--- src/rtl/multicycle_cpu.sv ---
// Multi-cycle RV32I-subset core: FETCH/DECODE/EXEC/MEM/WB state machine sharing one
// req/ready memory port for instructions and data; unsupported encodings park it in HALT.
module multicycle_cpu #(
    parameter int DATA_WIDTH    = 32,
    parameter int ADDRESS_WIDTH = 8,
    parameter int NUM_REGS      = 32,
    parameter int RESET_PC      = 0
) (
    input  logic                     clk,
    input  logic                     rst,
    output logic                     mem_req,
    output logic                     mem_we,
    output logic [ADDRESS_WIDTH-1:0] mem_addr,
    output logic [DATA_WIDTH-1:0]    mem_wdata,
    input  logic [DATA_WIDTH-1:0]    mem_rdata,
    input  logic                     mem_ready,
    output logic [ADDRESS_WIDTH-1:0] pc,
    output logic [DATA_WIDTH-1:0]    a0,
    output logic                     halted,
    output logic                     instr_done,
    output logic [2:0]               dbg_state
);
    // Memory handshake: a transfer completes on the rising edge where mem_req and
    // mem_ready are both 1; mem_addr/mem_we/mem_wdata hold steady until that edge.
    localparam int RW = (NUM_REGS > 1) ? $clog2(NUM_REGS) : 1;
    localparam logic [RW-1:0]            A0_IDX  = RW'(10);
    localparam logic [ADDRESS_WIDTH-1:0] PC0     = ADDRESS_WIDTH'(RESET_PC);
    localparam logic [ADDRESS_WIDTH-1:0] PC_STEP = ADDRESS_WIDTH'(4);
    localparam logic [6:0] OP_R  = 7'b0110011;
    localparam logic [6:0] OP_I  = 7'b0010011;
    localparam logic [6:0] OP_LD = 7'b0000011;
    localparam logic [6:0] OP_ST = 7'b0100011;
    localparam logic [6:0] OP_BR = 7'b1100011;

    typedef enum logic [2:0] {
        S_FETCH  = 3'd0,
        S_DECODE = 3'd1,
        S_EXEC   = 3'd2,
        S_MEM    = 3'd3,
        S_WB     = 3'd4,
        S_HALT   = 3'd5
    } state_t;

    state_t                   r_state, w_next;
    logic [31:0]              r_ir;
    logic [ADDRESS_WIDTH-1:0] r_pc;
    logic [DATA_WIDTH-1:0]    r_a, r_b, r_imm, r_alu_out, r_mdr;
    logic [DATA_WIDTH-1:0]    r_regs [NUM_REGS];

    logic [6:0]            w_op, w_f7;
    logic [2:0]            w_f3;
    logic [RW-1:0]         w_rs1, w_rs2, w_rd;
    logic [DATA_WIDTH-1:0] w_imm;
    logic                  w_legal, w_taken, w_is_st;

    assign w_op    = r_ir[6:0];
    assign w_f3    = r_ir[14:12];
    assign w_f7    = r_ir[31:25];
    assign w_rd    = r_ir[7 +: RW];
    assign w_rs1   = r_ir[15 +: RW];
    assign w_rs2   = r_ir[20 +: RW];
    assign w_is_st = (w_op == OP_ST);
    assign w_taken = w_f3[0] ? (r_a != r_b) : (r_a == r_b);

    assign pc        = r_pc;
    assign a0        = r_regs[A0_IDX];
    assign dbg_state = r_state;

    always_comb begin
        w_imm = {{(DATA_WIDTH-12){r_ir[31]}}, r_ir[31:20]};
        if (w_op == OP_ST)
            w_imm = {{(DATA_WIDTH-12){r_ir[31]}}, r_ir[31:25], r_ir[11:7]};
        else if (w_op == OP_BR)
            w_imm = {{(DATA_WIDTH-13){r_ir[31]}}, r_ir[31], r_ir[7], r_ir[30:25], r_ir[11:8], 1'b0};
    end

    always_comb begin
        w_legal = 1'b0;
        case (w_op)
            OP_R:         w_legal = (w_f3 == 3'b000) && ((w_f7 == 7'b0000000) || (w_f7 == 7'b0100000));
            OP_I:         w_legal = (w_f3 == 3'b000);
            OP_LD, OP_ST: w_legal = (w_f3 == 3'b010);
            OP_BR:        w_legal = (w_f3 == 3'b000) || (w_f3 == 3'b001);
            default:      w_legal = 1'b0;
        endcase
    end

    always_ff @(posedge clk or negedge rst) begin
        if (!rst) r_state <= S_FETCH;
        else      r_state <= w_next;
    end

    // mem_req is gated by rst so an in-flight transfer is dropped the moment reset asserts.
    always_comb begin
        w_next     = r_state;
        mem_req    = 1'b0;
        mem_we     = 1'b0;
        mem_addr   = r_pc;
        mem_wdata  = '0;
        instr_done = 1'b0;
        halted     = 1'b0;
        case (r_state)
            S_FETCH: begin
                mem_req = rst;
                if (mem_ready) w_next = S_DECODE;
            end
            S_DECODE: w_next = w_legal ? S_EXEC : S_HALT;
            S_EXEC: begin
                if (w_op == OP_BR) begin
                    instr_done = 1'b1;
                    w_next     = S_FETCH;
                end else if ((w_op == OP_LD) || w_is_st) begin
                    w_next = S_MEM;
                end else begin
                    w_next = S_WB;
                end
            end
            S_MEM: begin
                mem_req  = rst;
                mem_we   = rst && w_is_st;
                mem_addr = r_alu_out[ADDRESS_WIDTH-1:0];
                if (w_is_st) mem_wdata = r_b;
                if (mem_ready) begin
                    instr_done = w_is_st;
                    w_next     = w_is_st ? S_FETCH : S_WB;
                end
            end
            S_WB: begin
                instr_done = 1'b1;
                w_next     = S_FETCH;
            end
            S_HALT:  halted = 1'b1;
            default: w_next = S_HALT;
        endcase
    end

    always_ff @(posedge clk or negedge rst) begin
        if (!rst) begin
            r_pc      <= PC0;
            r_ir      <= '0;
            r_a       <= '0;
            r_b       <= '0;
            r_imm     <= '0;
            r_alu_out <= '0;
            r_mdr     <= '0;
            for (int i = 0; i < NUM_REGS; i++) r_regs[i] <= '0;
        end else begin
            case (r_state)
                S_FETCH: if (mem_ready) r_ir <= mem_rdata[31:0];
                S_DECODE: begin
                    r_a   <= r_regs[w_rs1];
                    r_b   <= r_regs[w_rs2];
                    r_imm <= w_imm;
                end
                S_EXEC: begin
                    if (w_op == OP_BR)
                        r_pc <= r_pc + (w_taken ? r_imm[ADDRESS_WIDTH-1:0] : PC_STEP);
                    else if (w_op == OP_R)
                        r_alu_out <= w_f7[5] ? (r_a - r_b) : (r_a + r_b);
                    else
                        r_alu_out <= r_a + r_imm;
                end
                S_MEM: begin
                    if (mem_ready) begin
                        if (w_is_st) r_pc  <= r_pc + PC_STEP;
                        else         r_mdr <= mem_rdata;
                    end
                end
                S_WB: begin
                    // x0 is never written, so it keeps reading back as zero.
                    if (w_rd != '0) r_regs[w_rd] <= (w_op == OP_LD) ? r_mdr : r_alu_out;
                    r_pc <= r_pc + PC_STEP;
                end
                default: ;
            endcase
        end
    end
endmodule

--- config.mk ---
export PLATFORM = sky130hd
export DESIGN_NAME = multicycle_cpu
export DESIGN_NICKNAME = d
export VERILOG_FILES = /design/src/rtl/multicycle_cpu.sv
export SDC_FILE = /design/constraint.sdc
export NUM_CORES = 2
export LEC_CHECK = 0
export ABC_AREA = 1
export ABC_CLOCK_PERIOD_IN_PS = 8200
export BUFFER_PORTS_ARGS = -buffer_cell sky130_fd_sc_hd__buf_2
export CAP_MARGIN = 20
export CORE_ASPECT_RATIO = 1.1
export CORE_MARGIN = 3
export CORE_UTILIZATION = 28
export CTS_BUF_LIST = sky130_fd_sc_hd__clkbuf_8
export DETAILED_ROUTE_END_ITERATION = 12
export PLACE_DENSITY = 0.41
export SLEW_MARGIN = 20
export SYNTH_ARGS = -nofsm -noshare
export SYNTH_HDL_FRONTEND = slang
export SYNTH_SLANG_ARGS = --single-unit
--- constraint.sdc ---
create_clock -name clk -period 8.2 [get_ports clk]
set_input_delay 0.41 -clock clk [delete_from_list [all_inputs] [get_ports clk]]
set_output_delay 0.41 -clock clk [all_outputs]
set_load 0.03 [all_outputs]
==> out/metrics.csv <==
metric;value;unit
run status;finished, final reports clean;
part of the Yosys area used for sequential elements;0.436;
final HPWL from detailed placement;210;mm
area taken by multi-input logic gates;34200;um2
syn avg cell area;7.23;um2
Storage cell area;30300;um2
Post-Route Skew;0.0797;ns
Clock Pin Slew Worst Setup and Hold Paths;0.06;ns
# fillers;26602;
total gr overflow;0;
gate count after technology mapping;9590;
clock tree buffer depth;4;
global-route usage over all layers;0.262;
endpoint kind of the worst setup timing path;output pin;
post-synth net total;9731;
leakage power of the design;34.5;nW
clock sink count;1208;
die outline height;528;um
arrival time of data at the critical path endpoint;4.03;ns
largest fanout on the critical path;25;
minimum period implied by the final worst setup slack;4.44;ns
aggregate routed wire length;344;mm
number of top-level pins;122;
area share of the largest cell type after synthesis;0.436;
number of synthesized flops with an enable pin;0;
std cell rows;191;
Worst Setup Start Kind;flip-flop;
Die X-Extent;481;um
number of global-route vias before repair;66889;
Distinct cells, synth;48;
Synth area leaders;sky130_fd_sc_hd__dfrtp_1 44%, sky130_fd_sc_hd__o21ai_0 16%, sky130_fd_sc_hd__nand2_1 10%;
CP dominant cell by count;sky130_fd_sc_hd__nor2_1;
Final Max Slew Viols;0;
clock latency of the later-clocked register in the worst-skew pair;1.03;ns
synthesized area;69400;um2
Antenna Nets Post-Route;0;
TritonCTS clock tree;done;
transition time of the tightest slew-check pin;1.20;ns
part of the cycle the worst path needs;0.542;
effective utilization at floorplan;0.282;
unrepaired setup endpoints after global routing;false;
power per unit of standard cell area;423;nW/um2
area of the die;254000;um2
worst vdd rail ir drop;230;uV
number of vias in the routed layout;70201;
number of cells on the worst reg-to-reg path;20;
Cells on Worst Hold Path;4;
Nets;9427;
classification of the worst setup path;flip-flop to output pin;
Floorplan Core Area;246000;um2
most frequently used flop master after synthesis;sky130_fd_sc_hd__dfrtp_1;
total of warnings raised by yosys;0;
count of endpoints failing setup in the final report;0;
maximum number of pins on one net before global-route repair;148;
proportion of layout cells with a drive suffix above 1;0.0793;
FMAX;225;MHz
H-tree levels;4;
wire length of the first global-routing pass;493;mm
post-synthesis sequential element count;1208;
Post-route DRC;0;
asr flop ratio synth;1.00;
required time at the worst-slack endpoint;7.79;ns
cell chain of the critical path;inv_1 -> nand2_1 -> nor2_1 -> inv_2 -> nor2_1 -> inv_2 -> buf_4 -> nor2_1 -> buf_2;
First DRT Iteration DRCs;7970;
Yosys top cell by area;sky130_fd_sc_hd__dfrtp_1;
number of antenna violations at the first check in global routing;22;
maxcap violations;0;
post-route total power;0.0327;W
setup slack at placement;4.00;ns
setup_tns;0;ns
P&R area growth vs syn;11.6;%
number of failing hold endpoints at the final stage;0;
post-CTS repair timing setup buffer count;0;
slowest cell on the critical path;sky130_fd_sc_hd__nor2_1;
worst min path class;input port to flip-flop;
detailed-route vias per instance;5.51;
detailed-router iteration count before antenna repair;8;
cts bufs inserted;233;
clk root buf;sky130_fd_sc_hd__clkbuf_8;
number of port buffers;121;
post-DR wirelength/cell;27.0;um
crit-path max cell delay;0.59;ns
least setup slack across all paths after layout;3.76;ns
Placer Congestion;0.981;
Worst slew margin;0.202;
-- routing by layer --
metal,GRT usage,part of all wire,vias to the layer above
met5,0,0.000067,-
met4,0.108,0.042,4
met3,0.0361,0.067,659
met2,0.407,0.44,3164
met1,0.365,0.45,34704
li1,-,-,31670
-- what timing repair did --
action / CTS / global route
resized for setup: 0 / 0
hold buffers: 38 / 0
endpoints found under the setup margin: 0 / 0
endpoints found under the hold margin: 389 / 0
-- registers in the layout, summed over array words and instances, names as in the netlist --
name / cells
a0: 32
r_a: 32
dbg_state: 3
r_mdr: 32
r_b: 32
r_imm: 13
r_alu_out: 32
r_ir: 32
pc: 8
r_regs: 992
-- cells in the mapped netlist, types with 5 or more instances --
cell and number:
sky130_fd_sc_hd__a21oi_1 152, sky130_fd_sc_hd__a31oi_1 13, sky130_fd_sc_hd__buf_1 21, sky130_fd_sc_hd__buf_2 62, sky130_fd_sc_hd__buf_4 41, sky130_fd_sc_hd__buf_6 34
sky130_fd_sc_hd__clkbuf_1 659, sky130_fd_sc_hd__clkbuf_2 39, sky130_fd_sc_hd__dfrtp_1 1208, sky130_fd_sc_hd__ha_1 102, sky130_fd_sc_hd__inv_1 403, sky130_fd_sc_hd__inv_2 10
sky130_fd_sc_hd__mux2_2 18, sky130_fd_sc_hd__mux2i_1 15, sky130_fd_sc_hd__nand2_1 1903, sky130_fd_sc_hd__nand3_1 167, sky130_fd_sc_hd__nand3b_1 12, sky130_fd_sc_hd__nand4_1 28
sky130_fd_sc_hd__nor2_1 1469, sky130_fd_sc_hd__nor3_1 22, sky130_fd_sc_hd__nor3_2 6, sky130_fd_sc_hd__nor4_1 5, sky130_fd_sc_hd__o211ai_1 101, sky130_fd_sc_hd__o21ai_0 2257
sky130_fd_sc_hd__o21ai_1 180, sky130_fd_sc_hd__o21ai_2 14, sky130_fd_sc_hd__o21bai_1 40, sky130_fd_sc_hd__o221ai_1 34, sky130_fd_sc_hd__o22ai_1 521, sky130_fd_sc_hd__or2_2 17
sky130_fd_sc_hd__xnor2_1 7, sky130_fd_sc_hd__xor2_1 6
-- logic make-up (layout without fill, tap and decap cells) --
logic type | count (synthesis) | in the layout | synth area share
flip-flops | 1208 | 1208 | 0.436
adder cells (fa/ha/maj) | 106 | 106 | 0.0196
AND/OR/NAND/NOR | 3640 | 3640 | 0.204
other | 0 | 7 | 0
AO/OA/AOI/OAI | 3318 | 3318 | 0.257
buffers and inverters | 1272 | 1132 | 0.0766
XOR/XNOR | 13 | 13 | 0.00164
multiplexers | 33 | 33 | 0.00509
-- power breakdown --
group          internal (W)  switching, W  total (W)
clock               0.00338       0.00287    0.00625
combinational       0.00487        0.0132     0.0181
sequential          0.00709       0.00127    0.00836
-- cell usage in the layout, fill, tap and decap left out, types with 13 or more instances in the layout --
master,netlist,layout
sky130_fd_sc_hd__a21oi_1,152,152
sky130_fd_sc_hd__a31oi_1,13,13
sky130_fd_sc_hd__buf_12,0,20
sky130_fd_sc_hd__buf_2,62,120
sky130_fd_sc_hd__buf_4,41,136
sky130_fd_sc_hd__clkbuf_8,0,298
sky130_fd_sc_hd__clkinv_2,0,21
sky130_fd_sc_hd__dfrtp_1,1208,1198
sky130_fd_sc_hd__dlygate4sd3_1,0,37
sky130_fd_sc_hd__ha_1,102,102
sky130_fd_sc_hd__inv_1,403,466
sky130_fd_sc_hd__mux2_2,18,18
sky130_fd_sc_hd__nand2_1,1903,1877
sky130_fd_sc_hd__nand2_4,0,25
sky130_fd_sc_hd__nand3_1,167,166
sky130_fd_sc_hd__nand4_1,28,28
sky130_fd_sc_hd__nor2_1,1469,1468
sky130_fd_sc_hd__nor3_1,22,21
sky130_fd_sc_hd__o211ai_1,101,101
sky130_fd_sc_hd__o21ai_0,2257,2257
sky130_fd_sc_hd__o21ai_1,180,177
sky130_fd_sc_hd__o21ai_2,14,15
sky130_fd_sc_hd__o21bai_1,40,40
sky130_fd_sc_hd__o221ai_1,34,34
sky130_fd_sc_hd__o22ai_1,521,521
sky130_fd_sc_hd__or2_2,17,17
-- stage by stage --
stage / instance area (um2) / util / cells / hold WS [ns]
after global routing: 77400 / 0.314 / 12732 / 0.184
final: 77400 / 0.314 / 12738 / 0.197
after detailed placement: 72200 / 0.293 / 12292 / 0.389
after CTS: 77300 / 0.314 / 12729 / 0.121
after global placement: 72200 / 0.293 / 12291 / 0.386
after floorplan: 69400 / - / 9590 / 0.114
-- layout make-up --
cell class	instances	share of cell area
diodes	7	0.000226
clock buffers	298	0.0530
clock inverters	101	0.00737
inverters	416	0.0208
multi-input cells	7110	0.442
flip-flops and latches	1208	0.391
well taps	3281	0.0530
repair buffers	317	0.0321
-- final timing paths --
| check | start | end | slack (ns) |
|---|---|---|---|
| max in group asynchronous | rst | r_regs[862]$_DFFE_PN0P_ | 5.82 |
| worst max-delay path | dbg_state[2]$_DFFE_PN0P_ | mem_wdata[14] | 3.76 |
| worst max register to register | r_a[25]$_DFFE_PN0P_ | pc[6]$_DFFE_PN0P_ | 3.99 |
| min in group asynchronous | rst | r_a[21]$_DFFE_PN0P_ | 0.49 |
| worst min register to register | r_regs[1000]$_DFFE_PN0P_ | r_regs[1000]$_DFFE_PN0P_ | 0.40 |
| worst min-delay path | mem_rdata[1] | r_ir[1]$_DFFE_PN0P_ | 0.20 |
-- worst max-delay path, delay by kind of cell (launching register included) --
family                 cells  cell delay [ns]
buffers and inverters      5             1.20
flip-flops                 1             0.40
AND/OR/NAND/NOR            4             1.39
(Power assumes the default switching activity.)
